File: src/rtl/dcm_pkg.sv
// Shared constants and helpers for the multi-channel clock divider.
// Channel select width, parameter limits, channel state encoding.
package dcm_pkg;

    localparam int unsigned CH_SEL_W   = 3;
    localparam int unsigned PROG_W_MAX = 4;
    localparam int unsigned NUM_CH_MAX = 8;

    typedef enum logic {
        CH_RUN   = 1'b0,
        CH_ARMED = 1'b1
    } chan_state_e;

    // System clock cycles per half period of the base clock.
    function automatic int unsigned half_count(input int unsigned freq, input int unsigned base);
        return freq / (2 * base);
    endfunction

endpackage

File: src/rtl/dcm_chan.sv
// One programmable divider channel: divides the base half-period strobe by 2^act.
// A new setting is staged and takes effect only on the channel's next rising edge.
module dcm_chan
    import dcm_pkg::*;
#(
    parameter int unsigned PROG_W = 3
) (
    input  logic              clk,
    input  logic              rst,
    input  logic              i_bhalf,
    input  logic              i_update,
    input  logic [PROG_W-1:0] i_prog,
    output logic              o_clk,
    output logic              o_tick,
    output logic [PROG_W-1:0] o_act,
    output logic              o_pending
);

    localparam int unsigned HCNT_W = 2 ** PROG_W;

    logic [HCNT_W-1:0] r_hcnt;
    logic [PROG_W-1:0] r_act;
    logic [PROG_W-1:0] r_stg;
    chan_state_e       r_state;
    logic              r_clk;
    logic              r_tick;

    logic [HCNT_W-1:0] w_hmax;
    logic              w_toggle;
    logic              w_rise;

    assign w_hmax   = (HCNT_W'(1) << r_act) - HCNT_W'(1);
    assign w_toggle = i_bhalf && (r_hcnt == w_hmax);
    assign w_rise   = w_toggle && !r_clk;

    // Apply happens on the rising toggle; a coincident update restages and keeps the channel armed.
    always_ff @(posedge clk) begin
        if (rst) begin
            r_hcnt  <= '0;
            r_act   <= '0;
            r_stg   <= '0;
            r_state <= CH_RUN;
            r_clk   <= 1'b0;
            r_tick  <= 1'b0;
        end else begin
            r_tick <= w_rise;
            if (w_toggle) begin
                r_clk  <= ~r_clk;
                r_hcnt <= '0;
            end else if (i_bhalf) begin
                r_hcnt <= r_hcnt + HCNT_W'(1);
            end
            case (r_state)
                CH_RUN: begin
                    if (i_update) begin
                        r_stg   <= i_prog;
                        r_state <= CH_ARMED;
                    end
                end
                CH_ARMED: begin
                    if (w_rise) begin
                        r_act   <= r_stg;
                        r_state <= CH_RUN;
                    end
                    if (i_update) begin
                        r_stg   <= i_prog;
                        r_state <= CH_ARMED;
                    end
                end
                default: r_state <= CH_RUN;
            endcase
        end
    end

    assign o_clk     = r_clk;
    assign o_tick    = r_tick;
    assign o_act     = r_act;
    assign o_pending = (r_state == CH_ARMED);

endmodule

File: src/rtl/dcm_multi.sv
// Multi-channel clock generator: fixed base clock plus NUM_CH channels at BASE_HZ/2^k.
// Holds the shared base half-period counter and the channel select decode.
module dcm_multi
    import dcm_pkg::*;
#(
    parameter int unsigned CLK_FREQ_HZ = 100_000_000,
    parameter int unsigned BASE_HZ     = 10,
    parameter int unsigned NUM_CH      = 2,
    parameter int unsigned PROG_W      = 3
) (
    input  logic                     clk,
    input  logic                     rst,
    input  logic                     update,
    input  logic [CH_SEL_W-1:0]      ch_sel,
    input  logic [PROG_W-1:0]        prog_in,
    output logic                     clk_1,
    output logic [NUM_CH-1:0]        clk_2,
    output logic [NUM_CH-1:0]        tick_2,
    output logic [NUM_CH*PROG_W-1:0] prog_out,
    output logic [NUM_CH-1:0]        pending
);

    localparam int unsigned HALF   = half_count(CLK_FREQ_HZ, BASE_HZ);
    localparam int unsigned BCNT_W = (HALF > 1) ? $clog2(HALF) : 1;

    generate
        if (HALF < 2) begin : g_bad_half
            $error("dcm_multi: CLK_FREQ_HZ/(2*BASE_HZ) must be at least 2");
        end
        if (NUM_CH < 1 || NUM_CH > NUM_CH_MAX) begin : g_bad_num_ch
            $error("dcm_multi: NUM_CH must be 1..8");
        end
        if (PROG_W < 1 || PROG_W > PROG_W_MAX) begin : g_bad_prog_w
            $error("dcm_multi: PROG_W must be 1..4");
        end
    endgenerate

    logic [BCNT_W-1:0] r_bcnt;
    logic              r_clk1;
    logic              w_bhalf;
    logic [NUM_CH-1:0] w_upd;

    assign w_bhalf = (r_bcnt == BCNT_W'(HALF - 1));

    // Base counter: one bhalf strobe every HALF cycles drives clk_1 and all channels.
    always_ff @(posedge clk) begin
        if (rst) begin
            r_bcnt <= '0;
            r_clk1 <= 1'b0;
        end else if (w_bhalf) begin
            r_bcnt <= '0;
            r_clk1 <= ~r_clk1;
        end else begin
            r_bcnt <= r_bcnt + BCNT_W'(1);
        end
    end

    assign clk_1 = r_clk1;

    genvar gi;
    generate
        for (gi = 0; gi < NUM_CH; gi++) begin : g_ch
            // Selects beyond NUM_CH never match and are dropped.
            assign w_upd[gi] = update && (ch_sel == CH_SEL_W'(gi));

            dcm_chan #(
                .PROG_W (PROG_W)
            ) u_chan (
                .clk       (clk),
                .rst       (rst),
                .i_bhalf   (w_bhalf),
                .i_update  (w_upd[gi]),
                .i_prog    (prog_in),
                .o_clk     (clk_2[gi]),
                .o_tick    (tick_2[gi]),
                .o_act     (prog_out[gi*PROG_W +: PROG_W]),
                .o_pending (pending[gi])
            );
        end
    endgenerate

endmodule

File: config.mk
export PLATFORM = sky130hd
export DESIGN_NAME = dcm_multi
export DESIGN_NICKNAME = d
export VERILOG_FILES = /design/src/rtl/dcm_pkg.sv /design/src/rtl/dcm_chan.sv /design/src/rtl/dcm_multi.sv
export SDC_FILE = /design/constraint.sdc
export NUM_CORES = 1
export LEC_CHECK = 0
export ABC_AREA = 1
export BUFFER_PORTS_ARGS = -buffer_cell sky130_fd_sc_hd__buf_2
export CAP_MARGIN = 30
export CORE_MARGIN = 4
export CORE_UTILIZATION = 30
export CTS_CLUSTER_SIZE = 16
export DETAILED_ROUTE_END_ITERATION = 12
export SKIP_LAST_GASP = 1
export SLEW_MARGIN = 20
export SYNTH_ARGS = -nofsm -noshare
export SYNTH_HDL_FRONTEND = slang
export SYNTH_SLANG_ARGS = --single-unit
File: constraint.sdc
create_clock -name clk -period 2.3 [get_ports clk]
set_clock_uncertainty 0.05 [all_clocks]
set_input_delay 0.115 -clock clk [delete_from_list [all_inputs] [get_ports clk]]
set_output_delay 0.115 -clock clk [all_outputs]
set_load 0.05 [all_outputs]
==> results.json, run 1 <==
{
  "switchingPower_uw": 453.6,
  "route.detailed.wl_per_inst_um": 11.03,
  "rsz0062_at_grt": "true",
  "place_inst": 630,
  "gp_congestion": 0.8526,
  "reg2reg_to": "g_ch[0].u_chan.o_clk$_SDFFE_PP0N_",
  "r2r_cells": 14,
  "mostFrequentLayoutCells": "108 x nand2_1, 68 x nor2_1, 58 x inv_1, 57 x dfxtp_1, 36 x nand3_1",
  "grt_pass1_vias": 2866,
  "worst_slack_ns": 0.1424,
  "fin_area_sq_um": 3731,
  "num_rows": 37,
  "rr_startpoint": "g_ch[0].u_chan.o_act[0]$_SDFFE_PP0P_",
  "die_y_um": 111.1,
  "fin_crit_ns": 2.158,
  "crit_start": "g_ch[0].u_chan.o_act[0]$_SDFFE_PP0P_",
  "clockBufferDepth": 2,
  "initial_core_util_pct": 30.87,
  "power_frac_clock_pct": 52.5,
  "min_period_over_period_pct": 93.81,
  "status": "complete, no violations",
  "slew_violations": 0,
  "layout_commonest_cell": "nand2_1",
  "clkTransAtPathRegs_ns": 0.07,
  "cts_tree": "done",
  "hold_path_startpoint": "prog_in[2]",
  "placement.cell_area_sq_um": 3440,
  "dieArea_sq_um": 12340,
  "drt-vias-per-instance": 4.767,
  "synthToLayoutAreaGrowth_pct": 17.08,
  "cp_max_fo": 8,
  "clk-insertion-delay-late_ns": 0.34,
  "drt-initial-drc-count": 152,
  "holdWs_ns": 0.02179,
  "diodes": 0,
  "grt_pass1_wl_um": 12530,
  "seqPwrFrac_pct": 45.0,
  "finalSetupViolCount": 0,
  "grt-ovfl-total": 0,
  "syn_nets": 493,
  "yosysWarningCount": 0,
  "ios": 22,
  "cts.sinks": 58,
  "avgSynthCellArea_sq_um": 6.653,
  "crit_path_end_kind": "flop",
  "maxCapViolCount": 0,
  "post_synth_num_cell_types": 34,
  "power_mw": 2.266,
  "grt_max_degree": 18,
  "ys_seq_elements": 58,
  "hp-class": "in2reg",
  "criticalPathCategory": "reg2reg",
  "p_comb_share_pct": 2.5,
  "cts_root_buf": "clkbuf_8",
  "fin_util_pct": 36.14,
  "cp.required_ns": 2.48,
  "antenna_found_initial": 0,
  "hold_depth": 3,
  "leakage_nw": 1.545,
  "fin_cells": 647,
  "grtUsageTotal_pct": 11.97,
  "hold_path_end": "g_ch[1].u_chan.r_stg[2]$_SDFFE_PP0P_",
  "drtPass1Iterations": 5,
  "ff2ff_setup_slack_ns": 0.14,
  "crit_arrival_ns": 2.34,
  "vdd_drop_max_mv": 0.3922,
  "register_area_sq_um": 1165,
  "ys_seq_area_share_pct": 36.44,
  "syn_area_sq_um": 3187,
  "dpl.hpwl_um": 5385,
  "cts_buffers": 9,
  "drc_errors": 0,
  "intPower_mw": 1.812,
  "routed_wl_um": 7138,
  "startpoint_type": "flop",
  "finalSetupTns_ns": 0,
  "slew_headroom_pct": 73.43,
  "power_density_nw_per_um2": 607.2,
  "htreeDepth": 3,
  "layout.nets": 520,
  "multi_input_area_sq_um": 1724,
  "hold_viol_final": 0,
  "die_w_um": 111.1,
  "port_buffers": 21,
  "swShare_pct": 20.02,
  "vias": 3084,
  "drive_above_1_share_pct": 15.07,
  "core_area_sq_um": 10320,
  "tightest_slew_ns": 0.3985,
  "drtAntennaViolNets": 0,
  "syn-instance-count": 479,
  "dp_slack_ns": 0.06070,
  "fill_cells": 1110,
  "fmax_ghz": 0.4635
}
## cell type report
type	count	share of cell area (%)
flip-flops and latches	58	31.22
multi-input cells	342	46.21
repair buffers	30	4.695
clock buffers	12	4.158
clock inverters	4	2.616
well taps	136	4.561
inverters	65	6.539
## kinds of logic (layout without fill, tap and decap cells)
logic type	after synthesis	after routing	share of synthesized area, %
adders and majority gates	5	5	1.963
and+or+nand+nor	277	277	40.28
buffers and inverters	79	111	10.25
AOI/OAI and AO/OA	50	50	8.324
xor gates and xnor gates	10	10	2.749
DFF	58	58	36.43
## worst max path at each step
stage / endpoint / cells after the start / slack (ns)
2_1_floorplan: g_ch[0].u_chan.o_act[0]$_SDFFE_PP0P_ / 15 / 0.02
3_3_place_gp: g_ch[0].u_chan.o_act[0]$_SDFFE_PP0P_ / 14 / 0.05
3_5_place_dp: g_ch[0].u_chan.r_hcnt[4]$_SDFFE_PP0P_ / 14 / 0.06
4_1_cts: g_ch[0].u_chan.o_clk$_SDFFE_PP0N_ / 14 / 0.04
5_1_grt: g_ch[0].u_chan.r_hcnt[4]$_SDFFE_PP0P_ / 14 / -0.02
6_report: g_ch[0].u_chan.o_clk$_SDFFE_PP0N_ / 14 / 0.14
## state kept, by name (all words and copies together), names as in the netlist
signal / cells
g_ch.u_chan.r_stg: 6
clk_1: 1
g_ch.u_chan.r_hcnt: 16
g_ch.u_chan.o_pending: 2
g_ch.u_chan.o_clk: 2
g_ch.u_chan.o_act: 6
g_ch.u_chan.o_tick: 2
r_bcnt: 23
## cells in the mapped netlist, drive strengths merged
library cell	number	share of area (%)
nand4	20	4.3
nor2	74	9.8
nor3b	4	0.94
inv	64	7.5
clkinv	1	0.12
xnor2	2	0.55
clkbuf	2	0.24
nand2	114	14
o21ai	14	2.3
buf	12	2.4
or2	6	1.2
ha	5	2.0
o21a	2	0.47
dfxtp	58	36
nor4	7	1.4
o211ai	1	0.24
o21bai	1	0.24
nand3b	1	0.24
nor3	13	2.0
a21oi	31	4.9
xor2	8	2.2
nand3	38	6.5
o22ai	1	0.20
## what timing repair did
action	CTS	global route
hold buffers	1	0
endpoints found under the hold margin	3	0
resized for setup	0	9
endpoints found under the setup margin	0	26
buffers inserted	0	0
## per-layer routing
metal  GRT usage, %  vias up  wire, um
met5              0        -         0
met4          2.920        0        80
met3          4.421        8       421
met2          20.51       93      3371
met1          14.22     1378      3265
li1               -     1605         -
## power by group through the flow
stage | Combinational, mW | Clock, mW | Sequential (mW)
after global placement | 0.0548 | 0 | 1.04
after global routing | 0.0636 | 1.26 | 1.02
after CTS | 0.0570 | 1.22 | 1.02
final | 0.0563 | 1.19 | 1.02
after detailed placement | 0.0556 | 0 | 1.04
after floorplan | 0.0360 | 0 | 1.04
## worst max-delay path: stages, from the launching register on
cell	delay, ns
dfxtp_1	0.38
nor3_4	0.26
inv_1	0.07
ha_2	0.33
inv_1	0.04
nand2_1	0.05
nand2_1	0.04
nor2_1	0.08
nand2_1	0.06
nor2_1	0.08
nand2_1	0.09
nor2_4	0.16
nand2_1	0.10
nand2_2	0.18
o21ai_1	0.08
No activity file was read; power rests on OpenSTA's default activity.
==> run 2: changes to the inputs <==
--- a/config.mk
+++ b/config.mk
@@ -12,6 +12,7 @@
 export CORE_UTILIZATION = 30
 export CTS_CLUSTER_SIZE = 16
 export DETAILED_ROUTE_END_ITERATION = 12
+export RECOVER_POWER = 50
 export SKIP_LAST_GASP = 1
 export SLEW_MARGIN = 20
 export SYNTH_ARGS = -nofsm -noshare
==> results.json, run 2 (synthesis results as in run 1) <==
{
  "cts_tree": "done",
  "die_w_um": 111.1,
  "criticalPathCategory": "reg2reg",
  "reg.largest.list": "r_bcnt x23, g_ch.u_chan.r_hcnt x16",
  "drt-vias-per-instance": 4.768,
  "core_area_sq_um": 10320,
  "slew_headroom_pct": 57.34,
  "startpoint_type": "flop",
  "diodes": 0,
  "ff2ff_setup_slack_ns": 0.14,
  "reg2reg_to": "g_ch[0].u_chan.o_clk$_SDFFE_PP0N_",
  "layout.nets": 520,
  "num_rows": 37,
  "gp_congestion": 0.8526,
  "clk-insertion-delay-late_ns": 0.34,
  "power_mw": 2.265,
  "hold_viol_final": 0,
  "cts.sinks": 58,
  "routed_wl_um": 7146,
  "fmax_ghz": 0.4632,
  "cts_root_buf": "clkbuf_8",
  "r2r_cells": 14,
  "fin_util_pct": 36.03,
  "grt_pass1_wl_um": 12530,
  "min_period_over_period_pct": 93.87,
  "cp.required_ns": 2.48,
  "crit_arrival_ns": 2.34,
  "slew_violations": 0,
  "vias": 3085,
  "dpl.hpwl_um": 5385,
  "mostFrequentLayoutCells": "108 x nand2_1, 68 x nor2_1, 58 x inv_1, 57 x dfxtp_1, 36 x nand3_1",
  "htreeDepth": 3,
  "hold_depth": 3,
  "die_y_um": 111.1,
  "initial_core_util_pct": 30.87,
  "layout_commonest_cell": "nand2_1",
  "fin_area_sq_um": 3720,
  "route.detailed.wl_per_inst_um": 11.04,
  "ios": 22,
  "fin_crit_ns": 2.159,
  "drc_errors": 0,
  "rsz0062_at_grt": "true",
  "hold_path_end": "g_ch[1].u_chan.r_stg[2]$_SDFFE_PP0P_",
  "grt_pass1_vias": 2866,
  "largest_register": "r_bcnt",
  "cts_buffers": 9,
  "grt_max_degree": 18,
  "place_inst": 630,
  "vdd_drop_max_mv": 0.3920,
  "drive_above_1_share_pct": 13.31,
  "tightest_slew_ns": 0.6427,
  "crit_start": "g_ch[0].u_chan.o_act[0]$_SDFFE_PP0P_",
  "cp_max_fo": 8,
  "hold_path_startpoint": "prog_in[2]",
  "finalSetupTns_ns": 0,
  "largest_reg_flops": 23,
  "fin_cells": 647,
  "clkTransAtPathRegs_ns": 0.07,
  "dieArea_sq_um": 12340,
  "drtPass1Iterations": 4,
  "clockBufferDepth": 2,
  "power_density_nw_per_um2": 608.9,
  "placement.cell_area_sq_um": 3440,
  "finalSetupViolCount": 0,
  "post_cts_buffers": 0,
  "fill_cells": 1115,
  "antenna_found_initial": 0,
  "grtUsageTotal_pct": 11.97,
  "drtAntennaViolNets": 0,
  "grt-ovfl-total": 0,
  "leakage_nw": 1.507,
  "synthToLayoutAreaGrowth_pct": 16.73,
  "drt-initial-drc-count": 152,
  "hp-class": "in2reg",
  "maxCapViolCount": 0,
  "status": "complete, no violations",
  "rr_startpoint": "g_ch[0].u_chan.o_act[0]$_SDFFE_PP0P_",
  "crit_path_end_kind": "flop",
  "port_buffers": 21
}
[run 2: worst max-delay path by stage]
| stage | endpoint | slack [ns] | cells after the start |
|---|---|---|---|
| finish | g_ch[0].u_chan.o_clk$_SDFFE_PP0N_ | 0.14 | 14 |
| floorplan | g_ch[0].u_chan.o_act[0]$_SDFFE_PP0P_ | 0.02 | 15 |
| global route | g_ch[0].u_chan.r_hcnt[4]$_SDFFE_PP0P_ | -0.02 | 14 |
| detailed placement | g_ch[0].u_chan.r_hcnt[4]$_SDFFE_PP0P_ | 0.06 | 14 |
| CTS | g_ch[0].u_chan.o_clk$_SDFFE_PP0N_ | 0.04 | 14 |
| global placement | g_ch[0].u_chan.o_act[0]$_SDFFE_PP0P_ | 0.05 | 14 |
[run 2: final cells by class]
class / count / area, sq um / area share [%]
multi-input cells: 342 / 1724 / 46.35
flip-flops and latches: 58 / 1165 / 31.32
inverters: 65 / 244.0 / 6.559
well taps: 136 / 170.2 / 4.574
repair buffers: 30 / 163.9 / 4.406
clock buffers: 12 / 155.1 / 4.171
clock inverters: 4 / 97.59 / 2.624
[run 2: per-layer routing]
metal | vias up | track usage, % | part of all wire [%]
met1 | 1381 | 14.22 | 46
met3 | 8 | 4.421 | 5.8
met5 | - | 0 | 0
met2 | 91 | 20.51 | 47
li1 | 1605 | - | -
met4 | 0 | 2.920 | 1.1
[run 2: power breakdown]
| group | internal [mW] | leakage (nW) | switching, mW |
|---|---|---|---|
| clock | 0.779 | 0.123 | 0.410 |
| sequential | 1.01 | 0.469 | 0.00686 |
| combinational | 0.0194 | 0.915 | 0.0363 |
| total | 1.81 | 1.51 | 0.453 |
[run 2: repair_timing]
item                                    in CTS  in global routing
endpoints found under the setup margin       0                 26
hold endpoints to repair                     3                  0
resized for setup                            0                  9
hold buffers                                 1                  0
[run 2: through the flow]
stage | hold slack [ns] | setup slack [ns]
after floorplan | 0.1341 | 0.01807
after global placement | 0.3286 | 0.05349
after detailed placement | 0.3319 | 0.06070
after CTS | 0.009681 | 0.04427
after global routing | 0.04129 | -0.01652
final | 0.02234 | 0.1409
[run 2: critical path, cell delays in order, from the launching register on]
cell,delay (ns)
dfxtp_1,0.38
nor3_4,0.26
inv_1,0.07
ha_2,0.33
inv_1,0.04
nand2_1,0.05
nand2_1,0.04
nor2_1,0.08
nand2_1,0.06
nor2_1,0.08
nand2_1,0.09
nor2_4,0.16
nand2_1,0.10
nand2_2,0.18
o21ai_1,0.08
==> run 3: changes to the inputs <==
--- a/config.mk
+++ b/config.mk
@@ -5,7 +5,7 @@
 export SDC_FILE = /design/constraint.sdc
 export NUM_CORES = 1
 export LEC_CHECK = 0
-export ABC_AREA = 1
+export ABC_AREA = 0
 export BUFFER_PORTS_ARGS = -buffer_cell sky130_fd_sc_hd__buf_2
 export CAP_MARGIN = 30
 export CORE_MARGIN = 4
==> results.json, run 3 <==
{
  "dieArea_sq_um": 12300,
  "htreeDepth": 3,
  "maxCapViolCount": 0,
  "antenna_found_initial": 0,
  "syn_nets": 384,
  "initial_core_util_pct": 30.77,
  "port_buffers": 21,
  "synthMuxAreaShare_pct": 5.750,
  "cts_buffers": 9,
  "slowest_delay_ns": 0.49,
  "drc_errors": 0,
  "startpoint_type": "flop",
  "core_area_sq_um": 10320,
  "vdd_drop_max_mv": 0.3080,
  "finalSetupTns_ns": 0,
  "power_density_nw_per_um2": 518.4,
  "crit_arrival_ns": 2.39,
  "routed_wl_um": 7001,
  "synthToLayoutAreaGrowth_pct": 22.45,
  "yosys.area.top_type": "dfxtp_1",
  "largest_register": "r_bcnt",
  "synthFlopType": "dfxtp_1",
  "synth_top_family_by_area": "simple AND/OR/NAND/NOR gates",
  "num_rows": 37,
  "drtPass1Iterations": 4,
  "syn_area_sq_um": 3177,
  "cts_tree": "done",
  "drt-vias-per-instance": 4.811,
  "synth_compound_area_share_pct": 7.365,
  "r2r_cells": 7,
  "diodes": 0,
  "worst_path_max_delay_cell": "or4_1",
  "fill_cells": 1068,
  "synth-xor-area-share_pct": 11.58,
  "synth-async-reset-ratio_pct": 0,
  "cts_root_buf": "clkbuf_8",
  "grt_pass1_vias": 2539,
  "ys_seq_area_share_pct": 36.55,
  "hold_depth": 2,
  "criticalPathCategory": "reg2reg",
  "synth_edf_count": 0,
  "crit_family": "simple AND/OR/NAND/NOR gates",
  "cp.depth": 7,
  "layout_commonest_cell": "nor2_1",
  "drive_above_1_share_pct": 19.28,
  "synth_commonest_cells": "62 x nor2_1, 58 x dfxtp_1, 36 x nand2_1",
  "route.detailed.wl_per_inst_um": 12.71,
  "die_y_um": 110.9,
  "syn-instance-count": 370,
  "vias": 2651,
  "yosysWarningCount": 0,
  "leakage_nw": 1.339,
  "gp_congestion": 0.8188,
  "cp_max_fo": 7,
  "cts.sinks": 58,
  "synth-simple-area-share_pct": 32.34,
  "fin_util_pct": 37.68,
  "grtUsageTotal_pct": 11.62,
  "fin_crit_ns": 2.206,
  "cp.required_ns": 2.48,
  "fmax_ghz": 0.4533,
  "drt-initial-drc-count": 105,
  "grt_pass1_wl_um": 11740,
  "clkTransAtPathRegs_ns": 0.07,
  "clockBufferDepth": 2,
  "finalSetupViolCount": 0,
  "hp-class": "in2reg",
  "tightest_slew_ns": 0.6723,
  "hold_viol_final": 0,
  "slew_violations": 0,
  "drtAntennaViolNets": 0,
  "post_synth_num_cell_types": 45,
  "min_period_over_period_pct": 95.92,
  "mostFrequentLayoutCells": "60 x nor2_1, 52 x dfxtp_1, 36 x nand2_1, 23 x buf_4, 21 x xnor2_1",
  "synth_most_common_cell": "nor2_1",
  "ios": 22,
  "ys_seq_elements": 58,
  "dpl.hpwl_um": 5169,
  "grt-ovfl-total": 0,
  "clk-insertion-delay-late_ns": 0.33,
  "slew_headroom_pct": 55.13,
  "layout.nets": 425,
  "crit_path_end_kind": "flop",
  "worstPathCellList": "nor2_4, nand2_1, ha_4, or4_1, o211a_4, nor4_2, mux2_2",
  "synth_adder_area_share_pct": 1.969,
  "die_w_um": 110.9,
  "cp.buffers_inverters": 0,
  "avgSynthCellArea_sq_um": 8.586,
  "status": "complete, no violations",
  "largest_reg_flops": 23,
  "grt_max_degree": 23,
  "synth_top_cell_area_share_pct": 36.55,
  "ys_top_cells_by_area": "dfxtp_1 37%, nor2_1 7.3%, xnor2_1 5.8%, xor2_1 5.8%, mux2i_1 5.0%",
  "reg.largest.list": "r_bcnt x23, g_ch.u_chan.r_hcnt x16"
}
run 3: cell types whose count changed in the layout (fill, tap and decap cells not counted), sizes merged, moves of 16 or more:
cell   delta
nand3    -26
mux2i    +16
nand2    -78
inv      -54
a21oi    -25
xnor2    +19
run 3: power by group:
group / switching (mW) / internal (mW)
logic: 0.0416 / 0.0278
clock network: 0.387 / 0.550
registers: 0.00476 / 1.01
run 3: path summary, 6_finish.rpt:
| check | startpoint | end | slack, ns |
|---|---|---|---|
| worst max-delay path | g_ch[1].u_chan.o_act[1]$_SDFFE_PP0P_ | g_ch[1].u_chan.o_clk$_SDFFE_PP0N_ | 0.09 |
| worst min-delay path | rst | g_ch[0].u_chan.r_stg[0]$_SDFFE_PP0P_ | 0.06 |
| worst max register to register | g_ch[1].u_chan.o_act[1]$_SDFFE_PP0P_ | g_ch[1].u_chan.o_clk$_SDFFE_PP0N_ | 0.09 |
| worst min register to register | r_bcnt[0]$_SDFF_PP0_ | r_bcnt[0]$_SDFF_PP0_ | 0.39 |
run 3: per-stage QoR:
step                hold WS [ns]  power [mW]  worst slack (ns)  cell area, sq um  instances
global placement          0.3269       1.099           0.08253              3649        531
CTS                      0.05030       2.051           0.06105              3874        549
detailed placement        0.3355       1.100           0.07269              3649        531
floorplan                 0.2122       1.075          -0.06864              3349        370
finish                   0.06218       2.017           0.09390              3890        551
global route             0.07206       2.097         -0.002993              3890        551
run 3: logic make-up (layout without fill, tap and decap cells):
group           after synthesis  count (layout)
mux                          18              18
flops                        58              58
xor+xnor                     42              42
buf+inv                      31              76
simple gates                188             188
compound gates               28              28
fa+ha+maj                     5               5
run 3: area by class of cell:
type                    count  area (sq um)  area share, %
flip-flops and latches     58          1184          30.43
repair buffers             51         305.3          7.848
well taps                 136         170.2          4.374
multi-input cells         281          1998          51.37
clock buffers              12         155.1          3.988
clock inverters             3         40.04          1.029
inverters                  10         37.54         0.9649
run 3: routing by layer:
layer	part of all wire (%)	vias to the layer above	wire [um]	GRT usage, %
li1	-	1364	-	-
met1	50	1242	3484	15.07
met2	44	35	3114	17.96
met3	3.5	10	247	2.893
met4	2.2	0	155	5.665
met5	0	-	0	0
run 3: timing repair:
action | CTS | global route
hold buffers | 3 | 0
setup endpoints to repair | 0 | 17
buffers inserted | 0 | 2
hold endpoints to repair | 6 | 0
resized for setup | 0 | 5
